==> config.mk <==
export PLATFORM = sky130hd
export DESIGN_NAME = mul_pipe_unit_flat
export DESIGN_NICKNAME = d
export VERILOG_FILES = /design/src/rtl/mul_pipe_unit_pkg.sv /design/src/rtl/mul_pipe_unit_if.sv /design/src/rtl/mul_pipe_unit_slot.sv /design/src/rtl/mul_pipe_unit.sv /design/src/flat_wrapper.sv
export SDC_FILE = /design/constraint.sdc
export NUM_CORES = 2
export LEC_CHECK = 0
export BUFFER_PORTS_ARGS = -buffer_cell sky130_fd_sc_hd__buf_2
export CAP_MARGIN = 20
export CORE_ASPECT_RATIO = 0.6
export CORE_MARGIN = 2
export CORE_UTILIZATION = 35
export CTS_CLUSTER_DIAMETER = 200
export DETAILED_ROUTE_END_ITERATION = 12
export GPL_TIMING_DRIVEN = 0
export PLACE_DENSITY_LB_ADDON = 0.3
export RECOVER_POWER = 25
export SLEW_MARGIN = 20
export SYNTH_ARGS = -nofsm -noshare
export SYNTH_HDL_FRONTEND = slang
export SYNTH_SLANG_ARGS = --single-unit
export TNS_END_PERCENT = 50
==> constraint.sdc <==
create_clock -name clk -period 9.4 [get_ports clk]
set_input_delay 0.47 -clock clk [delete_from_list [all_inputs] [get_ports clk]]
set_output_delay 0.47 -clock clk [all_outputs]
set_load 0.005 [all_outputs]
==> src/rtl/mul_pipe_unit_pkg.sv <==
// Shared operation codes, widths and op-decode helpers for the pipelined multiplier.
package mul_pipe_unit_pkg;

    localparam int unsigned REG_W    = 32;
    localparam int unsigned MUL_OP_W = 2;

    typedef enum logic [MUL_OP_W-1:0] {
        MUL_OP_MUL    = 2'b00,
        MUL_OP_MULH   = 2'b01,
        MUL_OP_MULHU  = 2'b10,
        MUL_OP_MULHSU = 2'b11
    } mul_op_e;

    function automatic logic op_a_signed(input mul_op_e op);
        return op != MUL_OP_MULHU;
    endfunction

    function automatic logic op_b_signed(input mul_op_e op);
        return (op == MUL_OP_MUL) || (op == MUL_OP_MULH);
    endfunction

    function automatic logic op_high(input mul_op_e op);
        return op != MUL_OP_MUL;
    endfunction

endpackage

==> src/rtl/mul_pipe_unit_if.sv <==
// Request/response handshake bundle between the EX stage and the multiplier.
interface mul_pipe_unit_if
    import mul_pipe_unit_pkg::*;
#(
    parameter int unsigned WIDTH = REG_W,
    parameter int unsigned TAG_W = 5
) ();

    logic             flush;
    logic             in_valid;
    logic             in_ready;
    mul_op_e          in_op;
    logic [WIDTH-1:0] in_a;
    logic [WIDTH-1:0] in_b;
    logic [TAG_W-1:0] in_tag;
    logic             out_valid;
    logic             out_ready;
    logic [WIDTH-1:0] out_data;
    logic [TAG_W-1:0] out_tag;
    logic             busy;

    modport master (
        output flush, in_valid, in_op, in_a, in_b, in_tag, out_ready,
        input  in_ready, out_valid, out_data, out_tag, busy
    );

    modport slave (
        input  flush, in_valid, in_op, in_a, in_b, in_tag, out_ready,
        output in_ready, out_valid, out_data, out_tag, busy
    );

endinterface

==> src/rtl/mul_pipe_unit_slot.sv <==
// One pipeline slot: valid bit plus payload, loaded on enable, valid killed by flush.
module mul_pipe_unit_slot #(
    parameter int unsigned DW = 8
) (
    input  logic          clk,
    input  logic          rst,
    input  logic          flush,
    input  logic          load,
    input  logic          d_valid,
    input  logic [DW-1:0] d,
    output logic          q_valid,
    output logic [DW-1:0] q
);

    always_ff @(posedge clk or posedge rst) begin
        if (rst) begin
            q_valid <= 1'b0;
            q       <= '0;
        end else begin
            if (flush) begin
                q_valid <= 1'b0;
            end else if (load) begin
                q_valid <= d_valid;
            end
            if (load) begin
                q <= d;
            end
        end
    end

endmodule

==> src/rtl/mul_pipe_unit.sv <==
// Pipelined integer multiplier: S1 holds extended operands, middle slots carry the
// 2*WIDTH product, the last slot holds the selected result word and tag.
module mul_pipe_unit
    import mul_pipe_unit_pkg::*;
#(
    parameter int unsigned WIDTH  = REG_W,
    parameter int unsigned STAGES = 3,
    parameter int unsigned TAG_W  = 5
) (
    input logic            clk,
    input logic            rst,
    mul_pipe_unit_if.slave bus
);

    localparam int unsigned XW  = WIDTH + 1;
    localparam int unsigned FW  = 2 * XW;
    localparam int unsigned PW  = 2 * WIDTH;
    localparam int unsigned S1W = MUL_OP_W + TAG_W + FW;
    localparam int unsigned CW  = MUL_OP_W + TAG_W + PW;
    localparam int unsigned LW  = TAG_W + WIDTH;

    logic [STAGES-1:0] v;
    logic [STAGES-1:0] ld;

    // A slot may load if the consumer takes a result or any slot from it onward is empty.
    for (genvar i = 0; i < STAGES; i++) begin : g_ld
        assign ld[i] = bus.out_ready | ~(&v[STAGES-1:i]);
    end

    assign bus.in_ready = ld[0] & ~bus.flush;
    assign bus.busy     = |v;

    logic [S1W-1:0]         s1_d;
    logic [S1W-1:0]         s1_q;
    mul_op_e                s1_op;
    logic [TAG_W-1:0]       s1_tag;
    logic [XW-1:0]          s1_a;
    logic [XW-1:0]          s1_b;
    logic signed [FW-1:0]   a_w;
    logic signed [FW-1:0]   b_w;
    logic [PW-1:0]          prod;

    assign s1_d = {bus.in_op, bus.in_tag,
                   op_a_signed(bus.in_op) & bus.in_a[WIDTH-1], bus.in_a,
                   op_b_signed(bus.in_op) & bus.in_b[WIDTH-1], bus.in_b};

    mul_pipe_unit_slot #(.DW(S1W)) u_s1 (
        .clk     (clk),
        .rst     (rst),
        .flush   (bus.flush),
        .load    (ld[0]),
        .d_valid (bus.in_valid),
        .d       (s1_d),
        .q_valid (v[0]),
        .q       (s1_q)
    );

    assign s1_op  = mul_op_e'(s1_q[S1W-1 -: MUL_OP_W]);
    assign s1_tag = s1_q[FW+TAG_W-1 -: TAG_W];
    assign s1_a   = s1_q[FW-1 -: XW];
    assign s1_b   = s1_q[XW-1:0];

    // Extended operands are sign-extended to the full product width before multiplying.
    assign a_w  = FW'($signed(s1_a));
    assign b_w  = FW'($signed(s1_b));
    assign prod = PW'(a_w * b_w);

    logic [CW-1:0] c [STAGES-1];

    assign c[0] = {s1_op, s1_tag, prod};

    for (genvar j = 1; j < STAGES - 1; j++) begin : g_mid
        mul_pipe_unit_slot #(.DW(CW)) u_slot (
            .clk     (clk),
            .rst     (rst),
            .flush   (bus.flush),
            .load    (ld[j]),
            .d_valid (v[j-1]),
            .d       (c[j-1]),
            .q_valid (v[j]),
            .q       (c[j])
        );
    end

    logic [CW-1:0]    cl;
    mul_op_e          cl_op;
    logic [TAG_W-1:0] cl_tag;
    logic [PW-1:0]    cl_prod;
    logic [WIDTH-1:0] cl_word;
    logic [LW-1:0]    sn_q;

    assign cl      = c[STAGES-2];
    assign cl_op   = mul_op_e'(cl[CW-1 -: MUL_OP_W]);
    assign cl_tag  = cl[PW+TAG_W-1 -: TAG_W];
    assign cl_prod = cl[PW-1:0];
    assign cl_word = op_high(cl_op) ? cl_prod[PW-1:WIDTH] : cl_prod[WIDTH-1:0];

    mul_pipe_unit_slot #(.DW(LW)) u_sn (
        .clk     (clk),
        .rst     (rst),
        .flush   (bus.flush),
        .load    (ld[STAGES-1]),
        .d_valid (v[STAGES-2]),
        .d       ({cl_tag, cl_word}),
        .q_valid (v[STAGES-1]),
        .q       (sn_q)
    );

    assign bus.out_valid = v[STAGES-1];
    assign bus.out_tag   = sn_q[LW-1 -: TAG_W];
    assign bus.out_data  = sn_q[WIDTH-1:0];

endmodule

==> src/flat_wrapper.sv <==
// flat-port wrapper written by rule: the top's interface ports become plain ports
module mul_pipe_unit_flat import mul_pipe_unit_pkg::*;
#(
    parameter int unsigned WIDTH  = REG_W,
    parameter int unsigned STAGES = 3,
    parameter int unsigned TAG_W  = 5
)
  (clk, rst, bus_flush, bus_in_valid, bus_in_op, bus_in_a, bus_in_b, bus_in_tag, bus_out_ready, bus_in_ready, bus_out_valid, bus_out_data, bus_out_tag, bus_busy);
  mul_pipe_unit_if #(.WIDTH(WIDTH), .TAG_W(TAG_W)) bus_i ();
  input logic clk;
  input logic rst;
  input wire logic [$bits(bus_i.flush)-1:0] bus_flush;
  input wire logic [$bits(bus_i.in_valid)-1:0] bus_in_valid;
  input wire logic [$bits(bus_i.in_op)-1:0] bus_in_op;
  input wire logic [$bits(bus_i.in_a)-1:0] bus_in_a;
  input wire logic [$bits(bus_i.in_b)-1:0] bus_in_b;
  input wire logic [$bits(bus_i.in_tag)-1:0] bus_in_tag;
  input wire logic [$bits(bus_i.out_ready)-1:0] bus_out_ready;
  output wire logic [$bits(bus_i.in_ready)-1:0] bus_in_ready;
  output wire logic [$bits(bus_i.out_valid)-1:0] bus_out_valid;
  output wire logic [$bits(bus_i.out_data)-1:0] bus_out_data;
  output wire logic [$bits(bus_i.out_tag)-1:0] bus_out_tag;
  output wire logic [$bits(bus_i.busy)-1:0] bus_busy;
  assign bus_i.flush = bus_flush;
  assign bus_i.in_valid = bus_in_valid;
  assign bus_i.in_op = bus_in_op;
  assign bus_i.in_a = bus_in_a;
  assign bus_i.in_b = bus_in_b;
  assign bus_i.in_tag = bus_in_tag;
  assign bus_i.out_ready = bus_out_ready;
  assign bus_in_ready = bus_i.in_ready;
  assign bus_out_valid = bus_i.out_valid;
  assign bus_out_data = bus_i.out_data;
  assign bus_out_tag = bus_i.out_tag;
  assign bus_busy = bus_i.busy;
  mul_pipe_unit #(.WIDTH(WIDTH), .STAGES(STAGES), .TAG_W(TAG_W)) u_core (.clk(clk), .rst(rst), .bus(bus_i));
endmodule
Word level (Yosys, flattened, before mapping)
Cells that the tools add are included.
W data, S select, Z words.

storage, ports and cells
  register bits after elaboration = 184
  latch bits = 0
  bits in writable memories = 0
  ROM bits = 0
  input port bits = 76
  output and inout bits = 40
  word-level logic and storage cells = 35
  memories = 0

operators by class
  add/sub/neg operators = 0
  multiply operators = 1
  div/mod/pow operators = 0
  $lt $le $gt $ge = 0
  eq/ne operators = 2
  shift-type cells = 0
  muxes and demuxes = 7
  bitwise operators = 10
  reductions and logical operators = 9

operators with widths
  cell                  count
  $mul A33 B33 Y64      1
  $mux W32              1
  $reduce_bool A2 Y1    4
  $mux W1               6
  $not A1 Y1            4
  $and A1 B1 Y1         3
  $or A1 B1 Y1          3
  $reduce_and A3 Y1     1
  $reduce_or A3 Y1      1
  $eq A2 B1 Y1 const B  1
  $logic_not A2 Y1      1
  $ne A2 B2 Y1 const B  1
  $reduce_and A2 Y1     1
  $logic_or A1 B1 Y1    1

Longest topological paths before layout
  depth after elaboration = 5
  depth in mapped cells = 29
  depth with buffers taken out = 26

By module
A second synthesis with hierarchy kept.

second synthesis, totals
  cell total of the unflattened synthesis = 4,573
  area, all modules = 46,274.4 um2

by module, submodules not included
  module                                        instances  cells an instance  area an instance (um2)  sequential area each (um2)
  mul_pipe_unit                                 1          4,179              38,745.9                0.0
  mul_pipe_unit_slot at u_core.g_mid[1].u_slot  1          154                3,029.2                 1,801.7
  mul_pipe_unit_slot at u_core.u_s1             1          158                3,000.4                 1,851.8
  mul_pipe_unit_slot at u_core.u_sn             1          82                 1,498.9                 950.9

Worst setup path before layout
OpenSTA, ideal clock, no wires.

  path type = register to register
  from = register u_core.u_s1.q[3]
  to = register u_core.g_mid[1].u_slot.q[60]
  setup time = 136 ps
  data arrival time = 7,696 ps
  required time = 9,264 ps
  setup slack = 1,568 ps
  cell stages (with the launch flop) = 28
  buffers on the path = 3
  clock period less this slack = 7,832 ps
  path through = dfrtp_1 clkbuf_1 clkbuf_1 nand2_1 inv_1 fa_1 fa_1 fa_1 inv_1 fa_1 inv_1 fa_1 fa_1 fa_1 inv_1 fa_1 inv_1 ha_1 buf_4 a21oi_1 o21bai_1 a21oi_1 o21bai_1 a2111oi_0 o21ai_0 a31oi_1 xor2_1 o21ai_0

between the ends
  longest elaborated chain between the ends = 1

RTL lines
  item                      line                      source
  start: declaration        mul_pipe_unit_slot.sv:12  output logic [DW-1:0] q
  start signal: assignment  mul_pipe_unit_slot.sv:18  q <= '0;
  start signal: assignment  mul_pipe_unit_slot.sv:26  q <= d;
  $mul A33 B33 Y64          mul_pipe_unit.sv:66       assign prod = PW'(a_w * b_w);
  end signal: assignment    mul_pipe_unit_slot.sv:18
  end signal: assignment    mul_pipe_unit_slot.sv:26
  end: declaration          mul_pipe_unit_slot.sv:12

No other way between the ends.
A chain may end at the register's enable or synchronous reset.

Worst setup path in the final report
  from = register u_core.u_s1.q[45]
  to = register u_core.g_mid[1].u_slot.q[58]

The elaborated chain is that of the path after synthesis.

==> Flow_metrics.wiki <==
{| class="wikitable"
! Metric !! Value
|-
| First-pass iteration count of the detailed router || 9
|-
| Clock tree from TritonCTS || yes
|-
| Total I/O pin count || 116
|-
| Uppermost layer routed || met5
|-
| Clk sink count || 184
|-
| Total count of max-transition violations in the final report || 189
|-
| RSZ-0062 raised after global routing || true
|-
| Antenna viol nets, final || 0
|-
| Commonest cells post-synth || sky130_fd_sc_hd__fa_1, sky130_fd_sc_hd__inv_1, sky130_fd_sc_hd__nand2_1, sky130_fd_sc_hd__and2_1, sky130_fd_sc_hd__clkbuf_1
|-
| Synth Warn # || 0
|-
| Type of the worst setup path || flop to flop
|-
| Crit Path Max Fanout || 10
|-
| EDFF count, synth || 0
|-
| Number of logic stages on the critical path including buffering || 27
|-
| Vias in the first global route || 35483
|-
| Area of the multi-input gates || 0.0357 mm²
|-
| Slew at the pin closest to its max-slew limit || 4.24 ns
|-
| Net Count, Synth || 6158
|-
| F_max || 106 MHz
|-
| First-pass GRT wire length || 267000 µm
|-
| Violation count after the first detailed-routing iteration || 4118
|-
| Area fraction of the dominant cell type after synthesis || 49.6%
|-
| Failing checks || capacitance limit, slew limit, setup timing
|-
| Maximum number of pins on one net before global-route repair || 69
|-
| Seq cells post-synth || 184
|-
| H-tree depth || 4
|-
| Worst Setup End Kind || flop
|-
| Top-count cell post-synth || sky130_fd_sc_hd__fa_1
|-
| Worst relative slew slack || -183%
|-
| Worst path max stage delay || 0.90 ns
|-
| Required time of the critical path || 9.80 ns
|-
| Root Buffer Master || sky130_fd_sc_hd__clkbuf_16
|-
| Critical path arrival || 9.87 ns
|-
| Total Nets Final || 6298
|-
| Die height || 283 µm
|-
| Die Footprint || 0.133 mm²
|-
| Startpoint class of the critical path || flop
|-
| Endpoint of the worst-slack reg-to-reg timing path || u_core.g_mid[1].u_slot.q[58]
|-
| Total Routed Length || 188000 µm
|-
| Met3 routed WL || 30400 µm
|-
| Result of the run || complete, but fails checks
|-
| Min Clock Period, post-route || 9.47 ns
|-
| Share of the cycle needed by the critical path after routing || 101%
|-
| Share of cells above drive strength 1 || 7.66%
|-
| DP Wirelength || 160000 µm
|-
| Placed Instances || 6581
|-
| Reg area || 0.00462 mm²
|-
| Met2 Wirelength || 69200 µm
|-
| RR Startpoint || u_core.u_s1.q[45]
|-
| GR Overflow Total || 0
|-
| FF-to-FF setup slack || -0.07 ns
|-
| Number of hold violations in the final report || 0
|-
| Horizontal extent of the die || 469 µm
|-
| Sequential share of the synthesized area || 10.1%
|-
| Skew final || 0.0192 ns
|-
| Cts bufs inserted || 17
|-
| Post-synthesis async set-or-reset flop share || 100%
|-
| Worst hold slack || 0.134 ns
|-
| Number of buffers inserted by port buffering || 115
|-
| Clock Latency Late Sink || 0.54 ns
|-
| Final worst-path setup slack || -0.0684 ns
|-
| Post-synthesis instance area || 0.0454 mm²
|-
| Core Region || 0.129 mm²
|-
| Count of mapped cells out of synthesis || 4745
|-
| Starting Density || 35.3%
|-
| Sum of negative setup slack || -0.0684 ns
|-
| Last element of the critical path || u_core.g_mid[1].u_slot.q[58]
|-
| Routability-driven placement congestion ratio || 1.04
|-
| Synth top area cells || sky130_fd_sc_hd__fa_1, sky130_fd_sc_hd__dfrtp_1, sky130_fd_sc_hd__inv_1, sky130_fd_sc_hd__and2_1, sky130_fd_sc_hd__ha_1
|-
| Worst-case reg-to-reg path depth || 27
|-
| Via total after detailed routing || 34673
|-
| Kind of path behind the tightest hold check || input pin to flop
|-
| Slowest library cell on the worst path || sky130_fd_sc_hd__dfrtp_1
|-
| Vias per cell || 5.22
|-
| Drt wl/cell || 28.3 µm
|-
| Finished Core Util || 38.1%
|-
| CP bufs+invs || 8
|-
| Cell type with the highest aggregate area in the netlist || sky130_fd_sc_hd__fa_1
|-
| Most common cell on crit path || sky130_fd_sc_hd__fa_1
|-
| Average size of a mapped cell || 9.58 µm²
|-
| Top_reg_cell synth || sky130_fd_sc_hd__dfrtp_1
|-
| Number of rows in the core area || 102
|-
| Post-detailed-route DRC marker count || 0
|-
| CTS Buffer Depth || 2
|-
| Initial antenna violation count || 32
|-
| Critical path's top delay family || adder cells
|-
| Distinct cell type count after synthesis || 79
|-
| Final std cells w/o fill || 6641
|-
| Worst setup path startpoint || u_core.u_s1.q[45]
|-
| Number of cells on the worst hold path || 2
|-
| Area added between synthesis and finish || 8.18%
|-
| M1 wire length || 82800 µm
|-
| All-Layer GR Usage || 28.8%
|-
| Max_cap viols || 3
|-
| Fill cells || 13164
|-
| Clk slew on worst S/H paths || 0.09 ns
|-
| Final count of negative-setup-slack endpoints || 1
|}
[registers in the layout (all words and copies together), names as in the netlist]
signal                       flops
u_core.u_sn.q_valid              1
u_core.u_s1.q_valid              1
u_core.u_s1.q                   73
u_core.g_mid.u_slot.q           71
u_core.g_mid.u_slot.q_valid      1
u_core.u_sn.q                   37
[logic make-up (layout without fill, tap and decap cells)]
logic type | Yosys count | count (layout) | share of synthesized area (%)
other cells | 0 | 27 | 0
fa+ha+maj | 1337 | 1337 | 55.4
xor+xnor | 75 | 75 | 1.45
flops | 184 | 184 | 10.1
simple gates | 1391 | 1391 | 15.2
buf+inv | 1360 | 1513 | 11.3
compound gates | 288 | 288 | 3.93
mux | 110 | 110 | 2.64
[placed cells by master, fill, tap and decap left out, types with 30 or more instances in the layout]
cell type,instances
sky130_fd_sc_hd__mux2i_1,34
sky130_fd_sc_hd__nand2_1,660
sky130_fd_sc_hd__dfrtp_1,170
sky130_fd_sc_hd__a21oi_1,90
sky130_fd_sc_hd__mux2_2,75
sky130_fd_sc_hd__clkbuf_1,151
sky130_fd_sc_hd__a21o_1,31
sky130_fd_sc_hd__inv_1,1091
sky130_fd_sc_hd__ha_1,212
sky130_fd_sc_hd__xnor2_1,45
sky130_fd_sc_hd__clkbuf_2,82
sky130_fd_sc_hd__xor2_1,30
sky130_fd_sc_hd__buf_2,124
sky130_fd_sc_hd__nor2_1,72
sky130_fd_sc_hd__and2_1,547
sky130_fd_sc_hd__fa_1,1122
sky130_fd_sc_hd__o21ai_0,91
[through the flow]
stage / cell area [µm²] / setup slack (ns)
2_1_floorplan: 45400 / 1.57
6_report: 49200 / -0.0684
3_5_place_dp: 48300 / -0.640
3_3_place_gp: 48200 / -0.913
5_1_grt: 49100 / -0.143
4_1_cts: 49000 / 0.00177
[cell type report]
cell class,count,area share (%)
sequential,184,9.40
inverter,1093,8.36
clock inverter,15,0.476
buffer,260,2.30
timing repair buffer,128,1.42
antenna,27,0.137
tap,1716,4.37
clock buffer,17,0.865
multi-input combinational,3201,72.7
[routing by layer]
metal	global-route usage (%)	vias to the layer above
li1	-	14069
met1	44.0	18093
met2	35.6	2220
met3	13.6	287
met4	7.43	4
met5	0	-
[what timing repair did]
| item | in CTS | in global routing |
|---|---|---|
| resized for setup | 46 | 129 |
| pin swaps | 1 | 1 |
| setup buffers | 0 | 7 |
| hold endpoints to repair | 52 | 0 |
| hold buffers | 1 | 0 |
| setup endpoints to repair | 16 | 19 |
[worst min path at each step]
stage               slack, ns                              to                         start
finish                   0.13             u_core.u_s1.q_valid                     bus_flush
global route             0.13  u_core.g_mid[1].u_slot.q_valid                     bus_flush
CTS                      0.10             u_core.u_s1.q_valid                     bus_flush
detailed placement       0.45    u_core.g_mid[1].u_slot.q[68]  u_core.g_mid[1].u_slot.q[68]
global placement         0.45    u_core.g_mid[1].u_slot.q[65]  u_core.g_mid[1].u_slot.q[65]
floorplan                0.43    u_core.g_mid[1].u_slot.q[64]  u_core.g_mid[1].u_slot.q[64]
Power is not shown: default switching activity piles up to over one toggle a cycle in this logic, so the estimate is an artifact.
